===== src/rtl/button_gesture.sv =====
// Classifies debounced button gestures into short / long / double press strobes.
// Define BUTTON_REPEAT_EN to add auto-repeat strobes while the button is held long.
module button_gesture #(
  parameter int CNT_W        = 16,
  parameter int LONG_TICKS   = 1000,
  parameter int DOUBLE_TICKS = 300,
  parameter int REPEAT_TICKS = 200
) (
  input  logic clk,
  input  logic rst,
  input  logic pressed,
  input  logic pulse,
  output logic short_press,
  output logic long_press,
  output logic double_press,
  output logic held,
  output logic repeat_press
);

  typedef enum logic [2:0] {IDLE, DOWN1, WAIT2, DOWN2, LONG} state_t;

  localparam logic [CNT_W-1:0] LONG_LAST = CNT_W'(LONG_TICKS - 1);
  localparam logic [CNT_W-1:0] DBL_LAST  = CNT_W'(DOUBLE_TICKS - 1);

  if (CNT_W < 2 || LONG_TICKS < 2 || DOUBLE_TICKS < 2 || REPEAT_TICKS < 2 ||
      LONG_TICKS >= 2**CNT_W || DOUBLE_TICKS >= 2**CNT_W || REPEAT_TICKS >= 2**CNT_W)
  begin : g_bad_param
    $error("button_gesture: tick parameters out of range");
  end

  state_t           state;
  logic [CNT_W-1:0] cnt;

`ifdef BUTTON_REPEAT_EN
  localparam logic [CNT_W-1:0] REP_LAST = CNT_W'(REPEAT_TICKS - 1);
`else
  assign repeat_press = 1'b0;
`endif

  // Counter is cleared on every state exit, so equality compares never miss.
  always_ff @(posedge clk or posedge rst) begin
    if (rst) begin
      state        <= IDLE;
      cnt          <= '0;
      short_press  <= 1'b0;
      long_press   <= 1'b0;
      double_press <= 1'b0;
      held         <= 1'b0;
`ifdef BUTTON_REPEAT_EN
      repeat_press <= 1'b0;
`endif
    end else begin
      short_press  <= 1'b0;
      long_press   <= 1'b0;
      double_press <= 1'b0;
`ifdef BUTTON_REPEAT_EN
      repeat_press <= 1'b0;
`endif
      case (state)
        IDLE: begin
          if (pulse) begin
            state <= DOWN1;
            cnt   <= '0;
          end
        end
        DOWN1: begin
          if (!pressed) begin
            state <= WAIT2;
            cnt   <= '0;
          end else if (cnt == LONG_LAST) begin
            state      <= LONG;
            long_press <= 1'b1;
            held       <= 1'b1;
            cnt        <= '0;
          end else begin
            cnt <= cnt + 1'b1;
          end
        end
        WAIT2: begin
          // A pulse on the timeout cycle still wins as a double press.
          if (pulse) begin
            state        <= DOWN2;
            double_press <= 1'b1;
            cnt          <= '0;
          end else if (cnt == DBL_LAST) begin
            state       <= IDLE;
            short_press <= 1'b1;
            cnt         <= '0;
          end else begin
            cnt <= cnt + 1'b1;
          end
        end
        DOWN2: begin
          if (!pressed) begin
            state <= IDLE;
            cnt   <= '0;
          end
        end
        LONG: begin
          if (!pressed) begin
            state <= IDLE;
            held  <= 1'b0;
            cnt   <= '0;
          end
`ifdef BUTTON_REPEAT_EN
          else if (cnt == REP_LAST) begin
            repeat_press <= 1'b1;
            cnt          <= '0;
          end else begin
            cnt <= cnt + 1'b1;
          end
`endif
        end
        default: begin
          state <= IDLE;
          held  <= 1'b0;
          cnt   <= '0;
        end
      endcase
    end
  end

endmodule


===== config.mk =====
export PLATFORM = sky130hd
export DESIGN_NAME = button_gesture
export DESIGN_NICKNAME = d
export VERILOG_FILES = /design/src/rtl/button_gesture.sv
export SDC_FILE = /design/constraint.sdc
export NUM_CORES = 1
export LEC_CHECK = 0
export ABC_AREA = 1
export BUFFER_PORTS_ARGS = -buffer_cell sky130_fd_sc_hd__buf_4
export CAP_MARGIN = 0
export CORE_UTILIZATION = 39
export DETAILED_ROUTE_END_ITERATION = 16
export PLACE_DENSITY_LB_ADDON = 0.1
export SYNTH_ARGS = -nofsm -noshare
export SYNTH_HDL_FRONTEND = slang
export SYNTH_SLANG_ARGS = --single-unit

===== constraint.sdc =====
create_clock -name clk -period 4.6 [get_ports clk]
set_input_delay 0.46 -clock clk [delete_from_list [all_inputs] [get_ports clk]]
set_output_delay 0.46 -clock clk [all_outputs]
set_load 0.005 [all_outputs]

==> metrics.cfg <==
[global_route]
grt_use_met3 = 0.0214
grt_pass1_vias = 1304
grt_start_max_net_pins = 24
grt_pass1_wl_um = 6000
overflow = 0
antenna_found_initial = 0
track_usage = 0.188
top_usage_layer = met2
grtUsageMet1 = 0.261
grtUsageMet2 = 0.301

[final_layout]
mostFrequentLayoutCells = nand2_1, nor2_1, inv_1
layout_commonest_cell = nand2_1
fillers = 386
area_growth_pct = 7.80
final_nets = 231
antenna_cells = 0
final_util = 0.440
stdcell_count = 273
layout-drive-gt1-share = 0.120

[floorplanning]
ios = 9
die_w_um = 63.9
die-area_um2 = 4080
die_y_um = 63.9
fp-row-count = 22
start_util = 0.408
placeableCoreArea_um2 = 3660

[synth]
syn_nets = 223
ys_ff_latch = 23
syn-instance-count = 218
syn-cell-area_um2 = 1490
yosys.area.top_type = dfrtp_1
synth_top_area_frac = 0.386
synthDistinctLibCells = 25
seq_area_frac_synth = 0.386
yosys_warnings = 0
ys_top_cells_by_area = dfrtp_1, nand2_1, nor2_1
syn_area_per_cell_um2 = 6.85

[routing]
dr.first_iter.drc_count = 75
avgViaCountPerCell = 4.92
drc = 0
dr.pass1.iters = 5
drt_wl_total_um = 3270
routedWlPerCell_um = 12.0
ant_nets = 0
vias = 1344

[timing]
fin_skew_ns = 0.00139
max_freq_ghz = 0.577
rsz0062_at_grt = false
max-slew-margin-rel = 0.413
postLayoutSetupSlackWorst_ns = 2.87
setup_viol = 0
setup_tns_ns = 0
fin_crit_sh = 0.377
fin_crit_ns = 1.73
drv_slew = 0
worst_slew_pin_slew_ns = 0.880
whs_ns = 0.368
hold_viol = 0

[clock_network]
postCtsSetupRepairBufs = 0
clkLatencyLatePin_ns = 0.27
ctsLongestPathBuffers = 2
holdBufCountCts = 0
cts_buffers = 3
ctsResizeCount = 0
clk_pin_slew_ns = 0.08
cts_sinks = 23
tritoncts = done
cts_root_buffer = clkbuf_8
htree_num_levels = 1

[worst_setup_path]
critPathLaunchType = flop
slowest_stage = dfrtp_1
cp_max_fo = 22
cp.arrival_ns = 1.89
critical_path_required_ns = 4.76
critical_path_class = reg -> reg
cp_cell_sequence = inv_1 -> nor2_1 -> nand2_2 -> nand2_2 -> nor2_4 -> nand3_4 -> inv_2 -> nor2_1
slowest_delay_ns = 0.43
end_kind = flop

[min_path]
hold_class = in -> async

[run]
maxCapViolCount = 0

[run_status]
outcome = finished, final reports clean

[power_and_ir_drop]
power.leakage_nw = 0.788
ir_drop_uv = 243
p_per_area_nw_per_um2 = 369

[placed_design]
place_congestion = 0.887
pre_cts_ws_ns = 2.68
place_hpwl_um = 2430
dp_cells = 269
io_buffers = 7

==> cell usage after synthesis (all sizes together) <==
| cell type | count |
|---|---|
| xor2 | 2 |
| nand4 | 12 |
| o22ai | 1 |
| nor2 | 42 |
| buf | 4 |
| a211oi | 1 |
| dfrtp | 23 |
| nor3 | 7 |
| o31ai | 1 |
| inv | 32 |
| nand3 | 17 |
| o21bai | 1 |
| o21ai | 4 |
| conb | 1 |
| nand2 | 68 |
| and3 | 1 |
| ha | 1 |
==> stage by stage <==
stage          cell area (um^2)  power, mW
5_1_grt                    1610      0.650
4_1_cts                    1610      0.604
3_5_place_dp               1560      0.471
2_1_floorplan              1490      0.442
6_report                   1610      0.594
3_3_place_gp               1560      0.474
==> state kept, by name, summed over array words and instances (netlist names) <==
name	cells
cnt	16
state	3
double_press	1
held	1
long_press	1
short_press	1
==> cells by family (layout without fill, tap and decap cells) <==
group / Yosys count / in the layout / synth area share
other: 1 / 1 / 0.00251
xor gates and xnor gates: 2 / 2 / 0.0117
AOI/OAI and AO/OA: 8 / 8 / 0.0327
buffers and inverters: 36 / 43 / 0.108
and+or+nand+nor: 147 / 147 / 0.451
DFF: 23 / 23 / 0.386
adders and majority gates: 1 / 1 / 0.00838
==> metal layers <==
metal / share of wire / vias up / routed length [um]
li1: - / 698 / -
met1: 0.49 / 608 / 1600
met2: 0.45 / 33 / 1480
met3: 0.044 / 5 / 143
met4: 0.014 / 0 / 46
met5: 0 / - / 0
==> layout make-up <==
type                    instances  area (um^2)  share of cell area
multi-input cells             159          756               0.470
flip-flops and latches         23          576               0.358
inverters                      32          120              0.0747
well taps                      48         60.1              0.0373
repair buffers                  7         52.6              0.0327
clock buffers                   4         45.0              0.0280
==> worst max-delay path, delay by kind of cell, from the launching register on <==
family / cells / cell delay [ns]
flip-flops: 1 / 0.43
buffers and inverters: 2 / 0.31
AND/OR/NAND/NOR: 6 / 0.87
==> where the power goes <==
group	internal (mW)	switching, mW	leakage, nW
Sequential	0.224	0.0224	0.316
Combinational	0.0650	0.153	0.449
Clock	0.0620	0.0681	0.0228
Total	0.350	0.244	0.788
==> path summary, 6_finish.rpt <==
check | startpoint | to | slack, ns | cells after the start
setup / recovery | state[2] | cnt[2] | 2.87 | 8
hold / removal | rst | state[0] | 0.37 | 2
setup reg to reg | state[2] | cnt[2] | 2.87 | 8
hold reg to reg | held | held | 0.49 | 2
max in group asynchronous | rst | cnt[6] | 3.68 | 2
min in group clk | pulse | short_press | 0.37 | 2
(Power assumes the default switching activity.)
